### src/rtl/priority_irq_ctrl.sv
// Registered N-line priority encoder: captures requests into a pending vector and
// presents one granted index at a time over a valid/ready handshake.
module priority_irq_ctrl #(
    parameter int N     = 8,
    parameter int IDX_W = $clog2(N),
    parameter bit RR    = 1'b0,
    parameter bit EDGE  = 1'b0
) (
    input  logic             clk,
    input  logic             rst_n,
    input  logic [N-1:0]     req,
    input  logic [N-1:0]     mask,
    output logic             out_valid,
    output logic [IDX_W-1:0] out_idx,
    input  logic             out_ready,
    output logic [N-1:0]     pend,
    output logic             any_pend
);

    typedef enum logic [0:0] {IDLE, PRESENT} state_t;

    state_t           state_q, state_d;
    logic [N-1:0]     req_q, pend_q, pend_d;
    logic [N-1:0]     set_vec, clr_vec, cand;
    logic [IDX_W-1:0] idx_q, idx_d, ptr_q, ptr_d;
    logic [IDX_W-1:0] base, sel, pos;
    logic             any_pend_q, any_pend_d, xfer, found;

    assign xfer = (state_q == PRESENT) && out_ready;

    for (genvar gi = 0; gi < N; gi++) begin : g_clr
        assign clr_vec[gi] = xfer && (idx_q == IDX_W'(gi));
    end

    // Set is OR-ed after the clear so an event coinciding with its own ack survives.
    always_comb begin
        set_vec    = EDGE ? (req & ~req_q) : req;
        pend_d     = (pend_q & ~clr_vec) | set_vec;
        any_pend_d = |pend_d;
        cand       = pend_d & mask;
        ptr_d      = (RR && xfer) ? idx_q : ptr_q;
    end

    // Search descends from base-1 with wrap; fixed priority is the same walk from base 0.
    // The walk runs lowest-priority first so the last hit is the winner.
    always_comb begin
        base  = RR ? ptr_d : '0;
        sel   = '0;
        found = 1'b0;
        pos   = '0;
        for (int k = N; k >= 1; k--) begin
            pos = IDX_W'((int'(base) + N - k) % N);
            if (cand[pos]) begin
                sel   = pos;
                found = 1'b1;
            end
        end
    end

    always_comb begin
        state_d = state_q;
        idx_d   = idx_q;
        case (state_q)
            IDLE: begin
                if (found) begin
                    state_d = PRESENT;
                    idx_d   = sel;
                end
            end
            PRESENT: begin
                if (out_ready) begin
                    if (found) begin
                        idx_d = sel;
                    end else begin
                        state_d = IDLE;
                    end
                end
            end
            default: state_d = IDLE;
        endcase
    end

    always_ff @(posedge clk or negedge rst_n) begin
        if (!rst_n) begin
            state_q    <= IDLE;
            idx_q      <= '0;
            ptr_q      <= '0;
            pend_q     <= '0;
            any_pend_q <= 1'b0;
            req_q      <= '0;
        end else begin
            state_q    <= state_d;
            idx_q      <= idx_d;
            ptr_q      <= ptr_d;
            pend_q     <= pend_d;
            any_pend_q <= any_pend_d;
            req_q      <= req;
        end
    end

    assign out_valid = (state_q == PRESENT);
    assign out_idx   = idx_q;
    assign pend      = pend_q;
    assign any_pend  = any_pend_q;

endmodule
### config.mk
export PLATFORM = sky130hd
export DESIGN_NAME = priority_irq_ctrl
export DESIGN_NICKNAME = d
export VERILOG_FILES = /design/src/rtl/priority_irq_ctrl.sv
export SDC_FILE = /design/constraint.sdc
export NUM_CORES = 1
export LEC_CHECK = 0
export ABC_AREA = 1
export BUFFER_PORTS_ARGS = -buffer_cell sky130_fd_sc_hd__buf_2
export CORE_UTILIZATION = 37
export DETAILED_ROUTE_END_ITERATION = 6
export SETUP_SLACK_MARGIN = 0.1
export SYNTH_ARGS = -nofsm -noshare
export SYNTH_HDL_FRONTEND = slang
export SYNTH_SLANG_ARGS = --single-unit
### constraint.sdc
create_clock -name clk -period 1.8 [get_ports clk]
set_clock_uncertainty 0.1 [all_clocks]
set_input_delay 0.09 -clock clk [delete_from_list [all_inputs] [get_ports clk]]
set_output_delay 0.09 -clock clk [all_outputs]
set_load 0.005 [all_outputs]
==> impl_metrics.toml <==
[run]
maxCapViolations = 0

[detailed_routing]
met3_length_um = 80
met1_length_um = 816
drc_errors = 0
wirelength_mm = 1.76
dr.first_iter.drc_count = 8
via_per_inst = 4.55
firstDrtPassIters = 4
wl_per_cell_um = 10.7
antenna_left = 0
wl_met2_um = 845
maxUsedRoutingLayer = "met4"
dr_total_vias = 747

[setup_path]
r2r-end = "out_idx[0]"
crit_path_end = "out_idx[0]"
r2r_slack_ps = 200
cp_max_fo = 5
crit_path_start = "out_idx[0]"
r2r_cells = 13
required_ps = 1910
rr_startpoint = "out_idx[0]"
path_class = "reg2reg"
endpoint_kind = "flop"
cp.arrival_ps = 1710
cp-start-kind = "flop"

[synthesis]
yosysUniqueCellTypes = 16
syn-cell-area_um2 = 741
synth_seq_cells = 13
avgSynthCellArea_um2 = 8.14
syn-num-nets = 110
yosysWarnings = 0
syn_inst = 91
ys_seq_area_share_pct = 43.9

[placed_design]
dp_cells = 147
numPortBuffers = 31
place.gp.congestion = 0.769
dp_hpwl_mm = 1.25
pre_cts_ws_ps = 179

[cts]
clkLatencyLatePin_ps = 280
clock-sinks = 13
clk_path_buf_depth = 2
htreeDepth = 1
cts_tree = "yes"
cts_root_buffer = "clkbuf_4"
cts_made_buffers = 3
clk_pin_slew_worst_paths_ps = 80

[floorplan]
start_util_pct = 41.1
chipHeight_um = 46.7
coreArea_um2 = 1800
ioPinCount = 32
dieArea_um2 = 2180
rows = 15
fp.dieW_um = 46.7

[sta]
min_period_ps = 1600
slew_headroom_pct = 80.7
drv_slew = 0
hold_ws_ps = 19.0
setup_viol = 0
fmaxAchievable_ghz = 0.623
timing.setup.tns_ps = 0
hold_viol_final = 0
rsz0062_at_grt = "no"
worst_slew_pin_slew_ps = 289
min_period_over_period_pct = 89.1
fin_ws_ps = 196

[global_routing]
grt_pass1_vias = 671
grt_usage_pct = 18.0
antenna_found_initial = 0
grt_pass1_wl_mm = 2.74
overflow = 0
grt_max_degree = 14

[finish]
syn_to_final_growth_pct = 50.0
most-common-layout-cells = "31 x buf_2, 21 x nand2_2, 20 x nand2_1, 15 x inv_1"
mostFrequentLayoutCell = "buf_2"
antenna_cells = 0
n_fill_cell = 175
final_cells = 164
drive_gt1_share_pct = 56.8
finalNetCount = 159

[min_path]
worstHoldPathType = "in2reg"

[pwr]
swShare_pct = 31.0
combPwrFrac_pct = 27.1
p_sw_uw = 219
sequentialPowerShare_pct = 47.3
p_leak_uw = 0.000566
power.density_nw_per_um2 = 634
clockPowerShare_pct = 25.7
finalPower_uw = 705
peakVddDrop_mv = 0.445
p_int_uw = 486

[run_status]
status = "completed"
[synthesized netlist by cell type]
library cell / count / area, um^2
inv_1: 17 / 63.8
a21oi_1: 1 / 5.00
nand2_4: 2 / 22.5
nor2_2: 3 / 18.8
nand3_2: 1 / 10.0
o21bai_2: 1 / 11.3
nand2_1: 23 / 86.3
nor2_4: 1 / 11.3
o21ai_2: 3 / 26.3
a31oi_1: 1 / 6.26
nand2_2: 18 / 113
nor4_1: 2 / 12.5
o21ai_0: 2 / 10.0
nand3_1: 2 / 10.0
dfrtp_1: 13 / 325
a21oi_2: 1 / 8.76
[worst min-delay path by stage]
stage	start	end	slack (ps)	cells after the start
3_3_place_gp	rst_n	pend[5]	-110	1
2_1_floorplan	rst_n	any_pend	-310	0
6_report	mask[6]	out_idx[0]	20	4
5_1_grt	mask[6]	out_idx[0]	20	4
4_1_cts	mask[6]	out_idx[0]	20	4
3_5_place_dp	rst_n	pend[6]	-110	1
[worst max-delay path: stages, from the launching register on]
cell	delay, ps
dfrtp_2	450
inv_2	70
nand2_1	80
inv_1	60
nand2_1	50
nand2_1	70
nand2_2	70
nand2_2	80
nand2_2	80
nor2_4	120
nand2_2	90
nand2_4	90
nor2_2	40
a21oi_2	100
[per-stage QoR]
stage	util (%)	area, um^2
6_report	61.7	1110
5_1_grt	61.7	1110
4_1_cts	57.9	1040
3_5_place_dp	51.5	927
3_3_place_gp	51.5	927
2_1_floorplan	-	741
[per-layer routing]
metal | GRT usage, % | vias to the layer above
li1 | - | 378
met1 | 23.5 | 344
met2 | 28.6 | 23
met3 | 5.77 | 2
met4 | 5.14 | 0
met5 | 0 | -
[power by group through the flow]
| stage | combinational [uW] | clock, uW | sequential [uW] |
|---|---|---|---|
| after floorplan | 97.9 | 0 | 333 |
| after global placement | 161 | 0 | 332 |
| after detailed placement | 160 | 0 | 333 |
| after CTS | 176 | 186 | 328 |
| after global routing | 215 | 197 | 336 |
| final | 191 | 181 | 333 |
[kinds of logic (layout without fill, tap and decap cells)]
group / after synthesis / count (layout) / share of synthesized area (%)
DFF: 13 / 13 / 43.9
AOI/OAI and AO/OA: 9 / 9 / 9.12
buffers and inverters: 17 / 65 / 8.61
and+or+nand+nor: 52 / 52 / 38.3
[layout make-up]
type / instances / area [um^2] / area share (%)
Clock buffer: 4 / 26.3 / 2.36
Inverter: 17 / 63.8 / 5.74
Multi-Input combinational cell: 61 / 384 / 34.6
Sequential cell: 13 / 330 / 29.7
Tap cell: 25 / 31.3 / 2.82
Timing Repair Buffer: 44 / 275 / 24.8
[registers in the layout, indices dropped and copies added (netlist names)]
| register | cells |
|---|---|
| out_idx | 3 |
| out_valid | 1 |
| pend | 8 |
| any_pend | 1 |
[what timing repair did]
action                     4_1_cts  5_1_grt
gates resized for setup          0       15
hold endpoints to repair        21        0
setup endpoints to repair        0        3
setup buffers                    0        4
hold buffers                     9        0
Note: power is estimated with default switching activity, not from simulation.
